File: config.mk
export PLATFORM = sky130hd
export DESIGN_NAME = shift_sequencer
export DESIGN_NICKNAME = d
export VERILOG_FILES = /design/src/rtl/shift_sequencer.sv
export SDC_FILE = /design/constraint.sdc
export NUM_CORES = 1
export LEC_CHECK = 0
export BUFFER_PORTS_ARGS = -buffer_cell sky130_fd_sc_hd__buf_2
export CAP_MARGIN = 20
export CELL_PAD_IN_SITES_DETAIL_PLACEMENT = 1
export CELL_PAD_IN_SITES_GLOBAL_PLACEMENT = 2
export CORE_MARGIN = 3
export CORE_UTILIZATION = 32
export DETAILED_ROUTE_END_ITERATION = 8
export PLACE_DENSITY_LB_ADDON = 0.1
export SYNTH_ARGS = -nofsm -noshare
export SYNTH_HDL_FRONTEND = slang
export SYNTH_SLANG_ARGS = --single-unit
export TNS_END_PERCENT = 30
File: constraint.sdc
create_clock -name clock -period 3.2 [get_ports clock]
set_clock_uncertainty 0.05 [all_clocks]
set_input_delay 0.48 -clock clock [delete_from_list [all_inputs] [get_ports clock]]
set_output_delay 0.48 -clock clock [all_outputs]
set_load 0.05 [all_outputs]
File: src/rtl/shift_sequencer.sv
// ---------------------------------------------------------------------------
// shift_sequencer
//
// Multi-cycle shift unit for the ALU shift path (SLL / SRL / SRA). One operand
// and a shift amount are accepted through a valid/ready handshake. The fixed
// power-of-two stages (16, 8, 4, 2, 1) are then applied one per clock. Work
// starts at the highest set bit of the shift amount and stops after the lowest
// set bit. Only one operation is in flight at a time.
//
// Handshake semantics (both sides): a transfer happens on a rising edge where
// valid and ready are both high. Valid never waits on ready. Once out_valid
// rises, out_valid and out_data hold until the transfer happens or abort
// flushes the result. abort wins over every handshake in the cycle it is high.
//
// Ports
//   clock      in   sole clock, rising edge
//   reset_n    in   asynchronous active-low reset
//   in_valid   in   request present
//   in_ready   out  high exactly when idle
//   in_data    in   operand
//   in_shamt   in   shift amount 0..31
//   in_op      in   00 SLL, 01 SRL, 10 SRA, 11 reserved (runs as SLL)
//   abort      in   synchronous flush of the in-flight operation
//   out_valid  out  result available (DONE state)
//   out_ready  in   consumer takes the result
//   out_data   out  accumulator / result
//   busy       out  SHIFT or DONE
//   dbg_state  out  raw FSM state, for debug and checkers
// ---------------------------------------------------------------------------
module shift_sequencer #(
    parameter int WIDTH   = 32,
    parameter int SHAMT_W = 5
) (
    input  logic               clock,
    input  logic               reset_n,
    input  logic               in_valid,
    output logic               in_ready,
    input  logic [WIDTH-1:0]   in_data,
    input  logic [SHAMT_W-1:0] in_shamt,
    input  logic [1:0]         in_op,
    input  logic               abort,
    output logic               out_valid,
    input  logic               out_ready,
    output logic [WIDTH-1:0]   out_data,
    output logic               busy,
    output logic [1:0]         dbg_state
);

    typedef enum logic [1:0] {
        ST_IDLE  = 2'd0,
        ST_SHIFT = 2'd1,
        ST_DONE  = 2'd2
    } state_t;

    localparam logic [1:0] OP_SRL = 2'b01;
    localparam logic [1:0] OP_SRA = 2'b10;

    state_t             r_state;
    logic [WIDTH-1:0]   r_acc;
    logic [SHAMT_W-1:0] r_shamt;
    logic [1:0]         r_op;
    logic [2:0]         r_k;

    logic [2:0]         w_top_bit;
    logic [SHAMT_W-1:0] w_amt;
    logic [SHAMT_W-1:0] w_low_mask;
    logic               w_last;
    logic               w_stage_en;
    logic [WIDTH-1:0]   w_shifted;

    // Index of the highest set bit of the incoming shift amount.
    // An amount of zero never reaches SHIFT, so its result is unused.
    always_comb begin
        w_top_bit = 3'd0;
        for (int i = 0; i < SHAMT_W; i++) begin
            if (in_shamt[i]) begin
                w_top_bit = 3'(i);
            end
        end
    end

    // Stage k shifts by 2^k. The mask covers all lower stages; when none of
    // them are set this is the last stage. k == 0 gives an empty mask.
    assign w_amt      = SHAMT_W'(1) << r_k;
    assign w_low_mask = w_amt - SHAMT_W'(1);
    assign w_last     = ((r_shamt & w_low_mask) == '0);
    assign w_stage_en = r_shamt[r_k];

    always_comb begin
        w_shifted = r_acc << w_amt;
        case (r_op)
            OP_SRL:  w_shifted = r_acc >> w_amt;
            OP_SRA:  w_shifted = WIDTH'($signed(r_acc) >>> w_amt);
            default: w_shifted = r_acc << w_amt;
        endcase
    end

    always_ff @(posedge clock or negedge reset_n) begin
        if (!reset_n) begin
            r_state <= ST_IDLE;
            r_acc   <= '0;
            r_shamt <= '0;
            r_op    <= '0;
            r_k     <= '0;
        end else if (abort) begin
            // Flush: drop any work or pending result. The accumulator is kept.
            r_state <= ST_IDLE;
        end else begin
            case (r_state)
                ST_IDLE: begin
                    if (in_valid) begin
                        r_acc   <= in_data;
                        r_shamt <= in_shamt;
                        r_op    <= in_op;
                        if (in_shamt == '0) begin
                            r_state <= ST_DONE;
                        end else begin
                            r_k     <= w_top_bit;
                            r_state <= ST_SHIFT;
                        end
                    end
                end
                ST_SHIFT: begin
                    if (w_stage_en) begin
                        r_acc <= w_shifted;
                    end
                    if (w_last) begin
                        r_state <= ST_DONE;
                    end else begin
                        r_k <= r_k - 3'd1;
                    end
                end
                ST_DONE: begin
                    if (out_ready) begin
                        r_state <= ST_IDLE;
                    end
                end
                default: r_state <= ST_IDLE;
            endcase
        end
    end

    assign in_ready  = (r_state == ST_IDLE);
    assign out_valid = (r_state == ST_DONE);
    assign busy      = (r_state != ST_IDLE);
    assign out_data  = r_acc;
    assign dbg_state = r_state;

endmodule
==> qor.yml, run 1 <==
wl_met3_um: 5646
timing.hold.ws_ps: 129.6
end_kind: "flip-flop"
drtIter0Drc: 1252
die-area_um2: 23170
numCtsBuffers: 5
top_layer: "met4"
hold_viol: 0
yosysWarnings: 0
tightestPinTransition_ps: 952.3
grt_start_max_net_pins: 44
regToRegSetupSlack_ps: -20
wl_per_cell_um: 35.73
failed_checks: "negative setup slack"
num_vias: 8792
dp.final_hpwl_um: 33610
fp.dieH_um: 152.2
coreArea_um2: 20620
status: "finished with violations"
drc: 0
ant_nets: 0
synth_common_cells: "nand2_1 (99), clkbuf_1 (58), o21ai_0 (53)"
setup_viol: 2
clkSlewWorstSetupHoldPaths_ps: 80
h-tree-depth: 2
yosys_most_used_dff: "dfrtp_1"
ys_ff_latch: 44
synth-seq-area-share: 0.1609
synth_edf_count: 0
synth_area_leaders: "dfrtp_1 (16%), mux4_2 (9.2%), nand2_1 (5.4%)"
slew_headroom: 0.3628
clk_latency_ps: 320
yosys.area.top_type_share: 0.1609
drive_above_1_share: 0.2860
area_growth_pct: 18.52
place_area_um2: 7845
start_kind: "flip-flop"
setup_slack_ps: -15.76
drv_slew: 0
met1_length_um: 18100
antenna_found_initial: 2
required_ps: 3330
grt_usage: 0.3660
via_per_inst: 7.113
start_util: 0.3318
post-route-period-util: 1.005
dr.pass1.iters: 6
wl_um: 44160
rows: 52
design_area_um2: 8110
ys_types: 91
gr-total-overflow: 0
synth_most_common_cell: "nand2_1"
yosys.area.top_type: "dfrtp_1"
max_freq_ghz: 0.3110
io_pins: 81
clock_sinks: 44
path_max_fanout: 6
synth_area_per_cell_um2: 7.671
syn_inst: 892
wl_met2_um: 18730
fin_tns_setup_ps: -19.39
post-cts-setup-buffers: 0
critPathKind: "reg2reg"
grt_pass1_wl_um: 64090
grt_pass1_vias: 8766
io_buffers: 80
min_path_type: "in2async"
worstPathArrival_ps: 3340
async_flop_share: 1.000
die_x_um: 152.2
gp_congestion: 1.053
cts-root-buf: "clkbuf_16"
syn_area_um2: 6843
preCtsSetupSlack_ps: -481.1
synth.net_count: 944
cts.path.max_buffers: 2
cts_tree: "done"
nets: 1016
cap_violations: 0
min_period_ps: 3216
cts-hold-fix-buffers: 0
rsz0062_at_grt: "true"
## stage by stage
stage / std cells / utilization
finish: 1236 / 0.3932
global route: 1235 / 0.3931
CTS: 1235 / 0.3906
detailed placement: 1227 / 0.3804
global placement: 1227 / 0.3804
floorplan: 892 / -
## path summary, 6_finish.rpt
| kind | startpoint | endpoint | cells after the start |
|---|---|---|---|
| setup / recovery | r_k[0] | out_data[12] | 9 |
| hold / removal | reset_n | dbg_state[1] | 1 |
| setup reg to reg | r_k[0] | out_data[12] | 9 |
| hold reg to reg | r_shamt[2] | r_shamt[2] | 2 |
| max in group asynchronous | reset_n | out_data[11] | 2 |
| min in group clock | in_op[1] | r_op[1] | 3 |
## sequential cells by signal, summed over array words and instances (netlist names)
register and cells:
r_op 2, r_shamt 5, dbg_state 2, r_k 3
out_data 32
## layout by cell type (no fill, tap or decap), types with 6 or more instances in the layout
cell        n
o221ai_1   13
inv_1      22
nor2b_1     6
or3_1      18
mux2i_1    34
a221o_1     7
nand2b_1   15
a31o_2      6
nor2_1     50
buf_2      80
nand2_1    99
a22oi_1    11
o2111ai_1   9
a221oi_1    6
o21ai_0    52
nand4_1     6
nor3_1     17
buf_4      90
nand3_1    31
a21oi_1    52
a211oi_1   14
mux2_2     11
buf_12      6
nand3b_1    8
o21ai_1     6
dfrtp_1    44
a211o_1     6
a31oi_1    22
o31ai_1     6
o211ai_1   12
or2_2       6
o22ai_1    28
mux4_2     28
## timing repair
action                                  CTS  global route
gates resized for setup                   8            12
endpoints found under the setup margin   17            15
hold endpoints to repair                  0             0
pin swaps                                 1             1
## routing by layer
| layer | track usage | vias to the layer above |
|---|---|---|
| li1 | - | 3578 |
| met1 | 0.5145 | 4408 |
| met2 | 0.5466 | 688 |
| met3 | 0.1062 | 118 |
| met4 | 0.1053 | 0 |
| met5 | 0 | - |
## cell type report
type	count	area, um2
Clock inverter	2	38.79
Fill cell	2525	12510
Tap cell	270	337.8
Antenna cell	1	2.502
Timing Repair Buffer	176	1196
Sequential cell	44	1101
Multi-Input combinational cell	711	5190
Inverter	26	105.1
Clock buffer	6	138.9
## cells by family (layout without fill, tap and decap cells)
| family | after synthesis | count (layout) | synth area share |
|---|---|---|---|
| DFF | 44 | 44 | 0.1609 |
| buffers and inverters | 137 | 210 | 0.09819 |
| xor gates and xnor gates | 2 | 2 | 0.002560 |
| and+or+nand+nor | 301 | 301 | 0.2253 |
| other | 0 | 1 | 0 |
| AOI/OAI and AO/OA | 324 | 324 | 0.3333 |
| muxes | 76 | 76 | 0.1651 |
| adders and majority gates | 8 | 8 | 0.01463 |
## worst max-delay path, cell delays in order, from the launching register on
cell and delay [ps]:
dfrtp_1 480, inv_2 170, ha_4 190, and2b_1 250
buf_4 250, mux4_2 580, a22oi_1 380, nor2_1 110
a2111oi_0 460, a31oi_1 140
Power of run 1 is left out: the tool's default activity adds up to more than one toggle a clock period on the data nets, which glitch-free logic cannot reach.
==> run 2, diff against run 1 <==
--- a/config.mk
+++ b/config.mk
@@ -16,4 +16,4 @@
 export SYNTH_ARGS = -nofsm -noshare
 export SYNTH_HDL_FRONTEND = slang
 export SYNTH_SLANG_ARGS = --single-unit
-export TNS_END_PERCENT = 30
+export TNS_END_PERCENT = 100
==> run 2 against run 1 <==
Effect of this change:
- the run still ends with negative setup slack left
- register-to-register slack about the same
- fmax hardly changed
- sequential cell count stayed put
- critical path depth did not move
- non-clock buffer count unchanged
- die area stayed put
- first-iteration DRC count is 3.0% higher
- hold slack better by 4.2 ps
- critical endpoint unchanged
==> qor.yml, run 2 (synthesis results as in run 1) <==
gr-total-overflow: 0  # unchanged
r2r_cells: 9  # unchanged
dp.final_hpwl_um: 33610  # unchanged
wl_um: 44250  # +0.18%
slew_headroom: 0.3516  # -0.01121
antenna_found_initial: 2  # unchanged
gp_congestion: 1.053  # unchanged
cts.path.max_buffers: 2  # unchanged
fp.dieH_um: 152.2  # unchanged
grt_usage: 0.3660  # unchanged
cts_tree: "done"
slowest_stage: "mux4_2"
largest_reg_flops: 32  # unchanged
timing.hold.ws_ps: 133.8  # +4.175 ps
drtIter0Drc: 1289  # +3.0%
ant_nets: 0  # unchanged
die_x_um: 152.2  # unchanged
preCtsSetupSlack_ps: -481.1  # unchanged
area_growth_pct: 18.45  # about the same
drive_above_1_share: 0.2860  # unchanged
max_freq_ghz: 0.3111  # about the same
tightestPinTransition_ps: 969.1  # +16.76 ps
critPathKind: "reg2reg"
min_period_ps: 3214  # -1.456 ps
crit_family: "compound AO/OA/AOI/OAI gates"
required_ps: 3320  # about the same
final_core_util: 0.3930  # about the same
numCtsBuffers: 5  # unchanged
start_kind: "flip-flop"
crit_chain: "inv_2 > ha_4 > and2b_1 > buf_4 > mux4_2 > a22oi_1 > nor2_1 > a2111oi_0 > a31oi_1"
worstPathArrival_ps: 3340  # about the same
dr.pass1.iters: 5  # -1
rows: 52  # unchanged
min_path_type: "in2async"
status: "finished with violations"
grt_start_max_net_pins: 44  # unchanged
clkSlewWorstSetupHoldPaths_ps: 90  # about the same
post-route-period-util: 1.004  # about the same
path_max_fanout: 6  # unchanged
hold_viol: 0  # unchanged
clk_latency_ps: 320  # about the same
start_util: 0.3318  # unchanged
slowest_delay_ps: 580  # about the same
end_kind: "flip-flop"
wl_per_cell_um: 35.80  # +0.18%
dp.cells: 1227  # unchanged
h-tree-depth: 2  # unchanged
grt_pass1_vias: 8766  # unchanged
failed_checks: "negative setup slack"
drc: 0  # unchanged
instances_no_fill: 1236  # unchanged
via_per_inst: 7.159  # +0.64%
cts-root-buf: "clkbuf_16"
final_common_cell: "nand2_1"
crit_path_start: "r_k[0]"
io_buffers: 80  # unchanged
nets: 1016  # unchanged
fillers: 2525  # unchanged
io_pins: 81  # unchanged
regToRegSetupSlack_ps: -10  # about the same
coreArea_um2: 20620  # unchanged
r2r_start: "r_k[0]"
setup_slack_ps: -14.30  # +1.456 ps
r2r-end: "out_data[12]"
grt_pass1_wl_um: 64090  # unchanged
cap_violations: 0  # unchanged
num_vias: 8848  # +0.64%
drv_slew: 0  # unchanged
die-area_um2: 23170  # unchanged
setup_viol: 1  # -1
cts-hold-fix-buffers: 0  # unchanged
most-common-layout-cells: "nand2_1 (99), buf_4 (90), buf_2 (80)"
cp_num_buf_inv: 2  # unchanged
clock_sinks: 44  # unchanged
[run 2: cell counts in the layout (fill, tap and decap cells not counted)]
Identical to the previous run, type by type.
[run 2: worst max path at each step]
stage,endpoint,slack [ps],depth (start not counted)
3_3_place_gp,out_data[24],-390,10
5_1_grt,out_data[12],-7,9
6_report,out_data[12],-10,9
4_1_cts,out_data[24],6,10
2_1_floorplan,r_k[1],6,16
3_5_place_dp,out_data[24],-480,10
[run 2: stage by stage]
stage                     area, um2  TNS (ps)
after global routing           8103    -6.630
after CTS                      8056         0
after global placement         7845     -2416
final                          8105    -14.30
after floorplan                6854         0
after detailed placement       7845     -2414
[run 2: repair_timing]
action	CTS	global route
gates resized for setup	8	12
buffers inserted	0	0
endpoints found under the setup margin	17	15
pin swaps	1	1
[run 2: metal layers]
layer  up-vias  track usage  share of wire  wire (um)
met5         -            0              0          0
met4         0       0.1053          0.034       1524
met3       104       0.1062           0.13       5720
met2       731       0.5466           0.43      18940
met1      4442       0.5145           0.41      18060
li1       3571            -              -          -
[run 2: layout make-up]
cell class | instances | area (um2) | share of cell area
Clock buffer | 6 | 138.9 | 0.01713
Multi-Input combinational cell | 711 | 5184 | 0.6395
Antenna cell | 1 | 2.502 | 0.0003087
Inverter | 26 | 105.1 | 0.01297
Timing Repair Buffer | 176 | 1196 | 0.1476
Tap cell | 270 | 337.8 | 0.04168
Clock inverter | 2 | 38.79 | 0.004785
Sequential cell | 44 | 1102 | 0.1360
[run 2: worst reg2reg max path, delay by kind of cell, from the launching register on]
family / cells / cell delay (ps)
AND/OR/NAND/NOR: 2 / 350
adder cells (fa/ha/maj): 1 / 190
buffers and inverters: 2 / 410
AO/OA/AOI/OAI: 3 / 1010
multiplexers: 1 / 590
flip-flops: 1 / 470
Power of run 2 is left out for the same reason.
